## src/rtl/imm_gen_pipe_stage_pkg.sv

```systemverilog
// Shared types for the immediate-generation pipeline stage.
//   imm_select_e : immediate format selector from decode. The original five
//                  formats and IMM_UNKNOWN_TYPE keep their encodings; Z and
//                  SHAMT take the two free codes.
//   imm_entry_t  : one buffered result (immediate, sideband tag, illegal flag),
//                  sized for the widest legal configuration.
//   skid_state_e : occupancy of the two-entry skid buffer.
package risc_v_32_i_pkg;

   localparam int IMM_MAX_W = 64;
   localparam int TAG_MAX_W = 16;

   typedef enum logic [2:0] {
      IMM_I_TYPE       = 3'd0,
      IMM_S_TYPE       = 3'd1,
      IMM_B_TYPE       = 3'd2,
      IMM_U_TYPE       = 3'd3,
      IMM_J_TYPE       = 3'd4,
      IMM_UNKNOWN_TYPE = 3'd5,
      IMM_Z_TYPE       = 3'd6,
      IMM_SHAMT_TYPE   = 3'd7
   } imm_select_e;

   typedef struct packed {
      logic [IMM_MAX_W-1:0] imm;
      logic [TAG_MAX_W-1:0] tag;
      logic                 illegal;
   } imm_entry_t;

   typedef enum logic [1:0] {
      ST_EMPTY = 2'd0,   // M invalid, S invalid
      ST_ONE   = 2'd1,   // M valid,   S invalid
      ST_FULL  = 2'd2    // M valid,   S valid
   } skid_state_e;

endpackage

```

## src/rtl/imm_gen_pipe_stage_if.sv

```systemverilog
// Decode->stage->execute handshake bundle.
//   Upstream  : flush_i, valid_i, ready_o, instr_i, imm_sel_i, tag_i
//   Downstream: valid_o, ready_i, imm_o, tag_o, illegal_o
// slave  : the stage itself
// master : whoever drives decode side and consumes execute side
interface imm_gen_pipe_stage_if
   import risc_v_32_i_pkg::*;
#(
   parameter int XLEN  = 32,
   parameter int TAG_W = 5
);
   logic              flush_i;
   logic              valid_i;
   logic              ready_o;
   logic [31:0]       instr_i;
   imm_select_e       imm_sel_i;
   logic [TAG_W-1:0]  tag_i;
   logic              valid_o;
   logic              ready_i;
   logic [XLEN-1:0]   imm_o;
   logic [TAG_W-1:0]  tag_o;
   logic              illegal_o;

   modport slave (
      input  flush_i, valid_i, instr_i, imm_sel_i, tag_i, ready_i,
      output ready_o, valid_o, imm_o, tag_o, illegal_o
   );

   modport master (
      output flush_i, valid_i, instr_i, imm_sel_i, tag_i, ready_i,
      input  ready_o, valid_o, imm_o, tag_o, illegal_o
   );
endinterface

```

## src/rtl/imm_gen_pipe_stage_decode.sv

```systemverilog
// imm_decode_comb: purely combinational instruction -> XLEN immediate.
//   i_instr   : instruction word (opcode bits [6:0] not used)
//   i_sel     : immediate format
//   o_imm     : sign/zero-extended immediate
//   o_illegal : selector was IMM_UNKNOWN_TYPE
module imm_decode_comb
   import risc_v_32_i_pkg::*;
#(
   parameter int XLEN = 32
) (
   input  logic [31:0]     i_instr,
   input  imm_select_e     i_sel,
   output logic [XLEN-1:0] o_imm,
   output logic            o_illegal
);
   // Every format is built at 64 bits and truncated, so one expression
   // serves both XLEN=32 and XLEN=64.
   logic [63:0] w_imm64;
   logic        w_unused;

   always_comb begin
      w_imm64   = '0;
      o_illegal = 1'b0;
      unique case (i_sel)
         IMM_I_TYPE:     w_imm64 = {{52{i_instr[31]}}, i_instr[31:20]};
         IMM_S_TYPE:     w_imm64 = {{52{i_instr[31]}}, i_instr[31:25], i_instr[11:7]};
         IMM_B_TYPE:     w_imm64 = {{52{i_instr[31]}}, i_instr[7], i_instr[30:25],
                                    i_instr[11:8], 1'b0};
         IMM_J_TYPE:     w_imm64 = {{44{i_instr[31]}}, i_instr[19:12], i_instr[20],
                                    i_instr[30:21], 1'b0};
         IMM_U_TYPE:     w_imm64 = {{32{i_instr[31]}}, i_instr[31:12], 12'b0};
         IMM_Z_TYPE:     w_imm64 = {59'b0, i_instr[19:15]};
         // RV64 shift amounts are six bits; RV32 ignores instr[25].
         IMM_SHAMT_TYPE: w_imm64 = (XLEN == 64) ? {58'b0, i_instr[25:20]}
                                                : {59'b0, i_instr[24:20]};
         default:        o_illegal = 1'b1;
      endcase
   end

   assign o_imm    = w_imm64[XLEN-1:0];
   assign w_unused = ^{i_instr[6:0], w_imm64};
endmodule

```

## src/rtl/imm_gen_pipe_stage.sv

```systemverilog
// imm_gen_pipe_stage: registered immediate generation between decode and
// execute with a two-entry skid buffer.
//   clk_i : clock, rising edge
//   rst_i : asynchronous active-high reset
//   bus   : handshake bundle (slave side), see imm_gen_pipe_stage_if
// M (main) drives the outputs; S (skid) catches an entry accepted while M is
// stalled. ready_o depends only on state, never on ready_i.
module imm_gen_pipe_stage
   import risc_v_32_i_pkg::*;
#(
   parameter int XLEN  = 32,
   parameter int TAG_W = 5
) (
   input logic                 clk_i,
   input logic                 rst_i,
   imm_gen_pipe_stage_if.slave bus
);
   if (XLEN != 32 && XLEN != 64) begin : g_bad_xlen
      $error("imm_gen_pipe_stage: XLEN must be 32 or 64");
   end
   if (TAG_W < 1 || TAG_W > TAG_MAX_W) begin : g_bad_tag
      $error("imm_gen_pipe_stage: TAG_W out of range");
   end

   logic [XLEN-1:0] w_imm;
   logic            w_illegal;
   imm_entry_t      w_new;
   imm_entry_t      r_m, r_s;
   skid_state_e     r_state, w_state_nxt;
   logic            w_ready, w_accept, w_drain;
   logic            w_ld_m, w_m_from_s, w_ld_s;
   logic            w_unused;

   imm_decode_comb #(.XLEN(XLEN)) u_dec (
      .i_instr   (bus.instr_i),
      .i_sel     (bus.imm_sel_i),
      .o_imm     (w_imm),
      .o_illegal (w_illegal)
   );

   assign w_new = '{imm:     IMM_MAX_W'(w_imm),
                    tag:     TAG_MAX_W'(bus.tag_i),
                    illegal: w_illegal};

   assign w_ready  = (r_state != ST_FULL);
   assign w_accept = bus.valid_i & w_ready;
   assign w_drain  = (r_state != ST_EMPTY) & bus.ready_i;

   always_ff @(posedge clk_i or posedge rst_i) begin
      if (rst_i) r_state <= ST_EMPTY;
      else       r_state <= w_state_nxt;
   end

   always_comb begin
      w_state_nxt = r_state;
      w_ld_m      = 1'b0;
      w_m_from_s  = 1'b0;
      w_ld_s      = 1'b0;
      unique case (r_state)
         ST_EMPTY: begin
            if (w_accept) begin
               w_ld_m      = 1'b1;
               w_state_nxt = ST_ONE;
            end
         end
         ST_ONE: begin
            if (w_accept && !w_drain) begin
               w_ld_s      = 1'b1;
               w_state_nxt = ST_FULL;
            end else if (w_accept && w_drain) begin
               w_ld_m      = 1'b1;
            end else if (w_drain) begin
               w_state_nxt = ST_EMPTY;
            end
         end
         ST_FULL: begin
            // ready_o is low here, so no accept can coincide with this move.
            if (w_drain) begin
               w_m_from_s  = 1'b1;
               w_state_nxt = ST_ONE;
            end
         end
         default: w_state_nxt = ST_EMPTY;
      endcase
      // Flush wins over everything; data registers just hold.
      if (bus.flush_i) begin
         w_state_nxt = ST_EMPTY;
         w_ld_m      = 1'b0;
         w_m_from_s  = 1'b0;
         w_ld_s      = 1'b0;
      end
   end

   always_ff @(posedge clk_i or posedge rst_i) begin
      if (rst_i) begin
         r_m <= '0;
         r_s <= '0;
      end else begin
         if (w_ld_m)          r_m <= w_new;
         else if (w_m_from_s) r_m <= r_s;
         if (w_ld_s)          r_s <= w_new;
      end
   end

   assign bus.ready_o   = w_ready;
   assign bus.valid_o   = (r_state != ST_EMPTY);
   assign bus.imm_o     = r_m.imm[XLEN-1:0];
   assign bus.tag_o     = r_m.tag[TAG_W-1:0];
   assign bus.illegal_o = r_m.illegal;
   assign w_unused      = ^{r_m.imm, r_m.tag};
endmodule
```

## src/flat_wrapper.sv

```systemverilog
// flat-port wrapper written by rule: the top's interface ports become plain ports
module imm_gen_pipe_stage_flat import risc_v_32_i_pkg::*;
#(
   parameter int XLEN  = 32,
   parameter int TAG_W = 5
)
  (clk_i, rst_i, bus_flush_i, bus_valid_i, bus_instr_i, bus_imm_sel_i, bus_tag_i, bus_ready_i, bus_ready_o, bus_valid_o, bus_imm_o, bus_tag_o, bus_illegal_o);
  imm_gen_pipe_stage_if #(.XLEN(XLEN), .TAG_W(TAG_W)) bus_i ();
  input logic clk_i;
  input logic rst_i;
  input wire logic [$bits(bus_i.flush_i)-1:0] bus_flush_i;
  input wire logic [$bits(bus_i.valid_i)-1:0] bus_valid_i;
  input wire logic [$bits(bus_i.instr_i)-1:0] bus_instr_i;
  input wire logic [$bits(bus_i.imm_sel_i)-1:0] bus_imm_sel_i;
  input wire logic [$bits(bus_i.tag_i)-1:0] bus_tag_i;
  input wire logic [$bits(bus_i.ready_i)-1:0] bus_ready_i;
  output wire logic [$bits(bus_i.ready_o)-1:0] bus_ready_o;
  output wire logic [$bits(bus_i.valid_o)-1:0] bus_valid_o;
  output wire logic [$bits(bus_i.imm_o)-1:0] bus_imm_o;
  output wire logic [$bits(bus_i.tag_o)-1:0] bus_tag_o;
  output wire logic [$bits(bus_i.illegal_o)-1:0] bus_illegal_o;
  assign bus_i.flush_i = bus_flush_i;
  assign bus_i.valid_i = bus_valid_i;
  assign bus_i.instr_i = bus_instr_i;
  assign bus_i.imm_sel_i = bus_imm_sel_i;
  assign bus_i.tag_i = bus_tag_i;
  assign bus_i.ready_i = bus_ready_i;
  assign bus_ready_o = bus_i.ready_o;
  assign bus_valid_o = bus_i.valid_o;
  assign bus_imm_o = bus_i.imm_o;
  assign bus_tag_o = bus_i.tag_o;
  assign bus_illegal_o = bus_i.illegal_o;
  imm_gen_pipe_stage #(.XLEN(XLEN), .TAG_W(TAG_W)) u_core (.clk_i(clk_i), .rst_i(rst_i), .bus(bus_i));
endmodule
```

## config.mk

```make
export PLATFORM = sky130hd
export DESIGN_NAME = imm_gen_pipe_stage_flat
export DESIGN_NICKNAME = d
export VERILOG_FILES = /design/src/rtl/imm_gen_pipe_stage_pkg.sv /design/src/rtl/imm_gen_pipe_stage_if.sv /design/src/rtl/imm_gen_pipe_stage_decode.sv /design/src/rtl/imm_gen_pipe_stage.sv /design/src/flat_wrapper.sv
export SDC_FILE = /design/constraint.sdc
export NUM_CORES = 1
export LEC_CHECK = 0
export BUFFER_PORTS_ARGS = -buffer_cell sky130_fd_sc_hd__buf_2
export CAP_MARGIN = 20
export CORE_ASPECT_RATIO = 1.2
export CORE_MARGIN = 8
export CORE_UTILIZATION = 55
export DETAILED_ROUTE_END_ITERATION = 16
export MAX_ROUTING_LAYER = met4
export PLACE_DENSITY = 0.81
export SETUP_SLACK_MARGIN = 0.2
export SYNTH_ARGS = -nofsm -noshare
export SYNTH_HDL_FRONTEND = slang
export SYNTH_SLANG_ARGS = --single-unit
```

## constraint.sdc

```tcl
create_clock -name clk_i -period 5.1 [get_ports clk_i]
set_input_delay 0.51 -clock clk_i [delete_from_list [all_inputs] [get_ports clk_i]]
set_output_delay 0.51 -clock clk_i [all_outputs]
set_load 0.02 [all_outputs]
```

Yosys cells after proc, flatten, opt, wreduce, memory -nomap -nowiden
Cells that the tools add are included.
{"block": "totals", "out_inout_bits": 40, "elab_cells": 53, "inputBits": 45, "reg_bits": 78}
{"block": "op_classes", "n_mux": 22, "eq_ne": 13, "n_bitwise": 2, "reduce_logical": 9}
{"cell": "$pmux 32 s7", "n": 1}
{"cell": "$mux 49", "n": 2}
{"cell": "$mux 2", "n": 6}
{"cell": "$mux 1", "n": 11}
{"cell": "$eq 3x3->1 const B", "n": 3}
{"cell": "$reduce_or 7->1", "n": 1}
{"cell": "$eq 3x2->1 const B", "n": 2}
{"cell": "$ne 3x2->1 const B", "n": 2}
{"cell": "$pmux 2 s3", "n": 1}
{"cell": "$ne 4x2->1 const B", "n": 1}
{"cell": "$ne 4x3->1 const B", "n": 1}
{"cell": "$reduce_and 4->1", "n": 1}
{"cell": "$reduce_bool 2->1", "n": 2}
{"cell": "$eq 3x1->1 const B", "n": 1}
{"cell": "$logic_not 3->1", "n": 1}
{"cell": "$and 1x1->1", "n": 2}
{"cell": "$eq 2x1->1 const B", "n": 1}
{"cell": "$eq 2x2->1 const B", "n": 1}
{"cell": "$logic_and 1x1->1", "n": 2}
{"cell": "$logic_not 2->1", "n": 1}
{"cell": "$ne 2x2->1 const B", "n": 1}
{"cell": "$pmux 1 s2", "n": 1}
{"cell": "$logic_not 1->1", "n": 1}

Logic depth before layout (Yosys ltp)
Gate-level depths: netlist of run 1.
{"block": "logic_depth", "word_depth": 8, "ltp_mapped": 6, "mapped_depth_nobuf": 5}

Hierarchy
A second synthesis of run 1 with hierarchy kept.
{"block": "unflattened", "hier_cells": 328, "hier_area_um2": 3912.5}
{"module": "imm_gen_pipe_stage", "seq_area_each_um2": 1951.9, "area_per_inst_um2": 3243.1, "n_inst": 1, "cells_each": 225}
{"module": "imm_decode_comb", "seq_area_each_um2": 0.0, "area_per_inst_um2": 669.4, "n_inst": 1, "cells_each": 103}

Worst setup path after synthesis of run 1
No wires, ideal clock.
{"block": "synth_timing", "path_type": "in2reg", "from": "input bus_imm_sel_i[0]", "to": "register u_core.r_m (netlist bit u_core.bus.imm_o[2])", "n_path_buf": 1, "stages": 5, "required_ns": 4.974, "setup_ns": 0.126, "path_slack_ns": 3.430, "arrival_time_ns": 1.544, "path_cell_list": "buf_6 > mux2_4 > a221oi_1 > nor3_1 > a221o_1"}
{"block": "synth_between", "elab_chain_len": 3, "word_cells_on_any_way": 9, "cone_classes": "eq/ne: 6; mux: 2; reduce/logical: 1"}
{"item": "start, declared", "line": "flat_wrapper.sv:14", "text": "input wire logic [$bits(bus_i.imm_sel_i)-1:0] bus_imm_sel_i;"}
{"item": "$eq 3x3->1 (tied with other cells)", "line": "imm_gen_pipe_stage_decode.sv:24", "text": "unique case (i_sel)"}
{"item": "$pmux 32 s7 (*)", "line": "imm_gen_pipe_stage_decode.sv:24"}
{"item": "$mux 49 (*)", "line": "imm_gen_pipe_stage.sv:99", "text": "if (w_ld_m) r_m <= w_new;"}
{"item": "end signal, assigned", "line": "imm_gen_pipe_stage.sv:99"}
{"item": "end signal, assigned", "line": "imm_gen_pipe_stage.sv:100", "text": "else if (w_m_from_s) r_m <= r_s;"}
{"item": "end, declared", "line": "imm_gen_pipe_stage.sv:28", "text": "imm_entry_t r_m, r_s;"}
Mark *: on every way between the ends. The rest lies on a longest branch, timed or not.
A chain may end at the register's enable or synchronous reset.

Final worst setup path of run 1
{"block": "layout_timing", "from": "register u_core.r_state[1]", "to": "register u_core.r_m (netlist bit u_core.bus.illegal_o)"}
{"block": "layout_between", "elab_chain_len": 8, "word_cells_on_any_way": 20, "cone_classes": "eq/ne: 3; mux: 9; bitwise: 2; reduce/logical: 6"}
{"item": "start, declared", "line": "imm_gen_pipe_stage.sv:29", "text": "skid_state_e r_state, w_state_nxt;"}
{"item": "start signal, assigned", "line": "imm_gen_pipe_stage.sv:51", "text": "else r_state <= w_state_nxt;"}
{"item": "$ne 2x2->1 or $reduce_bool 2->1 (tied branches)", "line": "imm_gen_pipe_stage.sv:45, imm_gen_pipe_stage.sv:47"}
{"item": "$and 1x1->1, on equally long branches", "line": "imm_gen_pipe_stage.sv:46, imm_gen_pipe_stage.sv:47"}
{"item": "$logic_and 1x1->1 or $logic_not 1->1 (tied branches)", "line": "imm_gen_pipe_stage.sv:70, imm_gen_pipe_stage.sv:67"}
{"item": "$mux 1 or $logic_and 1x1->1 (tied branches)", "line": "imm_gen_pipe_stage.sv:70, imm_gen_pipe_stage.sv:67"}
{"item": "$mux 1", "line": "imm_gen_pipe_stage.sv:67", "text": "if (w_accept && !w_drain) begin"}
{"item": "$pmux 1 s2", "line": "imm_gen_pipe_stage.sv:59", "text": "unique case (r_state)"}
{"item": "$mux 1", "line": "imm_gen_pipe_stage.sv:86", "text": "if (bus.flush_i) begin"}
{"item": "$mux 49 or $reduce_bool 2->1 (tied branches)"}
Several ways; a longest one is shown, not always the timed one.

==> results of run 1 <==
## metrics by stage
step                      setup WS, ns    util
final                            3.118  0.6600
after global routing             2.941  0.6600
after CTS                        3.115  0.6600
after detailed placement         2.936  0.6232
after global placement           2.822  0.6203
after floorplan                  2.595       -
## cell usage after synthesis, drive strengths merged, types with 2 or more instances
library cell	instances
inv	5
nor3b	4
a32oi	2
nor3	7
a221o	5
buf	17
mux2i	49
nor2	13
clkbuf	8
and2	2
mux2	10
o21ai	36
dfrtp	78
nor2b	4
o31ai	5
nand2	57
a22o	2
a21oi	13
a221oi	8
nand3	2
a31oi	7
nand2b	10
a311oi	9
## metal layers
metal	vias up	global-route usage	share of wire
met3	10	0.05241	0.065
met1	1466	0.2502	0.43
li1	1435	-	-
met2	112	0.3270	0.50
met4	0	0.06113	0.0099
met5	-	-	0
## worst max-delay path: stages, from the launching register on
cell	delay, ns
dfrtp_1	0.44
nor3b_2	0.31
nand2_2	0.29
buf_4	0.38
or3_1	0.38
o21ai_0	0.09
## worst paths after layout
check	cells after the start	start	slack, ns	to
hold / removal	2	rst_i	0.24	u_core.r_state[1]
max in group asynchronous	3	rst_i	3.82	u_core.r_s[23]
hold reg to reg	2	u_core.r_s[33]	0.48	u_core.r_s[33]
min in group clk_i	2	bus_flush_i	0.38	u_core.r_state[0]
setup reg to reg	5	u_core.r_state[1]	3.12	u_core.bus.illegal_o
setup / recovery	5	u_core.r_state[1]	3.12	u_core.bus.illegal_o
## layout make-up
class / instances / area (um^2)
Sequential cell: 78 / 1952
Timing Repair Buffer: 82 / 435.4
Tap cell: 87 / 108.9
Clock buffer: 13 / 158.9
Clock inverter: 3 / 90.09
Fill cell: 555 / 2302
Inverter: 5 / 18.77
Multi-Input combinational cell: 253 / 1705
## state kept, by name, indices dropped and copies added, names as in the netlist
register and cells:
u_core.bus.imm_o 32, u_core.r_state 2, u_core.r_s 38, u_core.bus.tag_o 5
u_core.bus.illegal_o 1
## power by group
group,leakage (nW),switching [mW],internal [mW]
Clock,0.124,0.226,0.353
Combinational,1.20,0.230,0.149
Sequential,0.996,0.0662,0.743
Total,2.32,0.522,1.24
## kinds of logic (layout without fill, tap and decap cells)
group / after synthesis / count (layout) / synth area share
flops: 78 / 78 / 0.5118
compound gates: 89 / 89 / 0.1532
mux: 59 / 59 / 0.1621
simple gates: 105 / 105 / 0.1306
buf+inv: 30 / 103 / 0.04232
==> flow_metrics.tcl, run 1 <==
set metrics [dict create \
    status "completed" \
    crit_path_start_kind "flip-flop" \
    yosysSeqAreaShare 0.5118 \
    yosysWarningCount 0 \
    min_path_type "input pin to asynchronous set/reset pin" \
    cts.reportedPaths.clkPinSlew_ns 0.08 \
    critPathKind "flip-flop to flip-flop" \
    cts_sinks 78 \
    start_util 0.5632 \
    rsz0062_at_grt "no" \
    crit_path_max_fanout 29 \
    fin_cells 521 \
    post_cts_buffers 0 \
    p_leak_nw 2.324 \
    wl_per_cell_um 17.72 \
    relSlewSlack 0.5665 \
    core_area_um2 6771 \
    yosysTopAreaCell "dfrtp_1" \
    finalSetupTns_ns 0 \
    max_freq_mhz 504.4 \
    cts_tree "done" \
    grt_util_all_layers 0.2048 \
    htree_levels 3 \
    vias_per_cell 5.802 \
    antenna_left 0 \
    synth_area_leaders "dfrtp_1 51%, mux2i_1 13%, nand2_1 5.6%" \
    ys_seq_elements 78 \
    fin_area_um2 4469 \
    gp_congestion 0.8191 \
    syn_area_um2 3814 \
    layout.nets 474 \
    grt_pass1_wl_um 15790 \
    die_w_um 92.02 \
    netlist_instances 361 \
    rows 33 \
    ctsResizeCount 0 \
    fp.dieH_um 107.2 \
    finalSetupViolCount 0 \
    clk_latency_ns 0.35 \
    grt_pass1_vias 3233 \
    hold_buffers 0 \
    drive_above_1_share 0.2673 \
    antenna_found_initial 0 \
    layout_commonest_cell "dfrtp_1" \
    power_density_nw_per_um2 395.3 \
    antenna-diode-count 0 \
    final_cell_mix "78 x dfrtp_1, 77 x buf_2, 55 x nand2_1" \
    drc 0 \
    grt_max_degree 49 \
    cts-root-buf "clkbuf_8" \
    die_area_um2 9865 \
    cts_buffers 9 \
    grt_overflow 0 \
    first_pass_iters 4 \
    fin_worst_skew_ns 0.005422 \
    top_level_ports 85 \
    hpwl_um 6512 \
    worstPathArrival_ns 2.25 \
    finalHoldViolations 0 \
    async_flop_share 1.000 \
    yosys_most_used_dff "dfrtp_1" \
    vias 3023 \
    synth_cell_types 40 \
    worst_slew_pin_slew_ns 0.6493 \
    routed_wl_um 9231 \
    power_mw 1.767 \
    yosys.area.top_type_share 0.5118 \
    drv_cap 0 \
    period_needed_ns 1.982 \
    cts_buffer_depth 2 \
    fin_crit_sh 0.3887 \
    endpoint_kind "flip-flop" \
    synth.avg_cell_area_um2 10.56 \
    cp_data_required_time_ns 5.36 \
    slew_viol_final 0 \
    vdd_drop_max_uv 235.9 \
    portBuffers 77 \
    fin_hold_ws_ns 0.2368 \
    synth_nets 406 \
    area_growth_pct 17.19 \
    synth_edf_count 0 \
    dp.cells 505 \
    placed_area_um2 4220 \
    drtIter0Drc 174 \
]
No activity file was read; power rests on OpenSTA's default activity.
==> inputs of run 2 (changes only) <==
CORE_UTILIZATION = 54   (was 55)
PLACE_DENSITY = 0.8   (was 0.81)
clock period = 2 ns   (was 5.1 ns; I/O delays follow)
==> run 2 against run 1 <==
  * Critical path depth is 1 higher
  * First-iteration DRC count up 7.5%
  * Sequential share of layout area is 0.37 points lower
  * Setup slack worse by 2.8 ns
  * Critical path type unchanged
  * Largest cell class unchanged
  * Largest power group unchanged
  * Highest routed layer unchanged
==> flow_metrics.tcl, run 2 (synthesis gave the netlist of run 1 again) <==
set metrics [dict create \
    cts.reportedPaths.clkPinSlew_ns 0.08 \
    hpwl_um 6486 \
    power_density_nw_per_um2 913.0 \
    antenna_found_initial 0 \
    vias 3030 \
    drive_above_1_share 0.2828 \
    htree_levels 3 \
    worstPathArrival_ns 1.90 \
    vdd_drop_max_uv 458.7 \
    first_pass_iters 4 \
    layout.nets 482 \
    start_util 0.5564 \
    largest_reg_flops 38 \
    crit_path_start_kind "flip-flop" \
    top_level_ports 85 \
    holdPathStages 2 \
    drtIter0Drc 187 \
    finalHoldViolations 0 \
    switching_share 0.3196 \
    die_w_um 92.72 \
    cts-root-buf "clkbuf_8" \
    finalSetupViolCount 0 \
    cts_buffers 9 \
    finalSetupTns_ns 0 \
    clk_latency_ns 0.35 \
    min_path_type "input pin to flip-flop" \
    crit_path_max_fanout 10 \
    grt_pass1_wl_um 15020 \
    p_switching_mw 1.316 \
    fp.dieH_um 108.1 \
    fin_worst_skew_ns 0.009403 \
    cts_buffer_depth 2 \
    max_freq_mhz 599.8 \
    fin_area_um2 4511 \
    grt_overflow 0 \
    power_mw 4.118 \
    regMostFlops "u_core.r_s" \
    slew_viol_final 0 \
    critical_path_buf_inv_count 2 \
    clkPwrFrac 0.263 \
    fin_crit_sh 0.8336 \
    grt_pass1_vias 3107 \
    drc 0 \
    internal_power_mw 2.802 \
    seqPwrFrac 0.502 \
    worstRegToRegCells 6 \
    vias_per_cell 5.728 \
    critPathKind "flip-flop to flip-flop" \
    crit_chain "and2b_2 -> inv_2 -> nor3b_4 -> buf_12 -> nor2_1 -> a221o_1" \
    die_area_um2 10020 \
    cts_sinks 78 \
    placed_area_um2 4272 \
    cp_data_required_time_ns 2.24 \
    worst_slew_pin_slew_ns 0.5764 \
    routed_wl_um 9141 \
    max_stage_delay_ns 0.44 \
    antenna_left 0 \
    cp_num_cells 6 \
    comb_power_share 0.236 \
    antenna-diode-count 0 \
    cpMaxStageDelayCell "dfrtp_2" \
    wl_per_cell_um 17.28 \
    period_needed_ns 1.667 \
    grt_max_degree 79 \
    rsz0062_at_grt "no" \
    rows 33 \
    p_leak_nw 2.343 \
    portBuffers 77 \
    gp_congestion 0.8527 \
    fin_hold_ws_ns 0.08279 \
    area_growth_pct 18.27 \
    cts_tree "done" \
    relSlewSlack 0.6143 \
    drv_cap 0 \
    final_cell_mix "77 x buf_2, 77 x dfrtp_1, 55 x nand2_1" \
    grt_util_all_layers 0.1947 \
    status "completed" \
    endpoint_kind "flip-flop" \
    path_delay_family "simple AND/OR/NAND/NOR gates" \
    core_area_um2 6854 \
]
## run 2: worst paths after layout
kind | startpoint | endpoint | slack, ns
max reg2reg | u_core.r_state[0] | u_core.bus.imm_o[4] | 0.33
min reg2reg | u_core.r_s[20] | u_core.r_s[20] | 0.48
max in group asynchronous | rst_i | u_core.r_state[0] | 1.16
max | u_core.r_state[0] | u_core.bus.imm_o[4] | 0.33
min | bus_flush_i | u_core.r_state[0] | 0.08
min in group asynchronous | rst_i | u_core.r_state[1] | 0.48
## run 2: power by group through the flow
stage	Clock [mW]	Sequential [mW]	Combinational, mW
floorplan	0	2.24	0.471
global placement	0	2.07	0.949
detailed placement	0	2.10	0.979
CTS	1.10	2.06	0.984
global route	1.16	2.10	1.08
finish	1.08	2.07	0.970
## run 2: what timing repair did
item                                    in CTS  in global routing
endpoints found under the setup margin       0                  6
hold buffers                                 1                  0
endpoints found under the hold margin       78                  0
gates resized for setup                      0                  3
setup buffers                                0                  4
## run 2: layer usage
metal | share of wire | track usage | up-vias | routed length, um
li1 | - | - | 1449 | -
met1 | 0.45 | 0.2416 | 1480 | 4145
met2 | 0.48 | 0.3035 | 86 | 4366
met3 | 0.048 | 0.03881 | 15 | 437
met4 | 0.021 | 0.08420 | 0 | 191
met5 | 0 | - | - | 0
## run 2: stage by stage
stage | util | cells | setup slack, ns
floorplan | - | 361 | 0.4955
global placement | 0.6232 | 508 | 0.2733
detailed placement | 0.6232 | 508 | 0.2279
CTS | 0.6506 | 525 | 0.2534
global route | 0.6581 | 529 | 0.2353
finish | 0.6581 | 529 | 0.3328
## run 2: cell type report
type                    count  area (um^2)
clock buffers              13        158.9
flip-flops and latches     78         1953
inverters                   5        22.52
clock inverters             3        18.77
fillers                   583         2344
repair buffers             90        535.5
multi-input cells         253         1713
well taps                  87        108.9
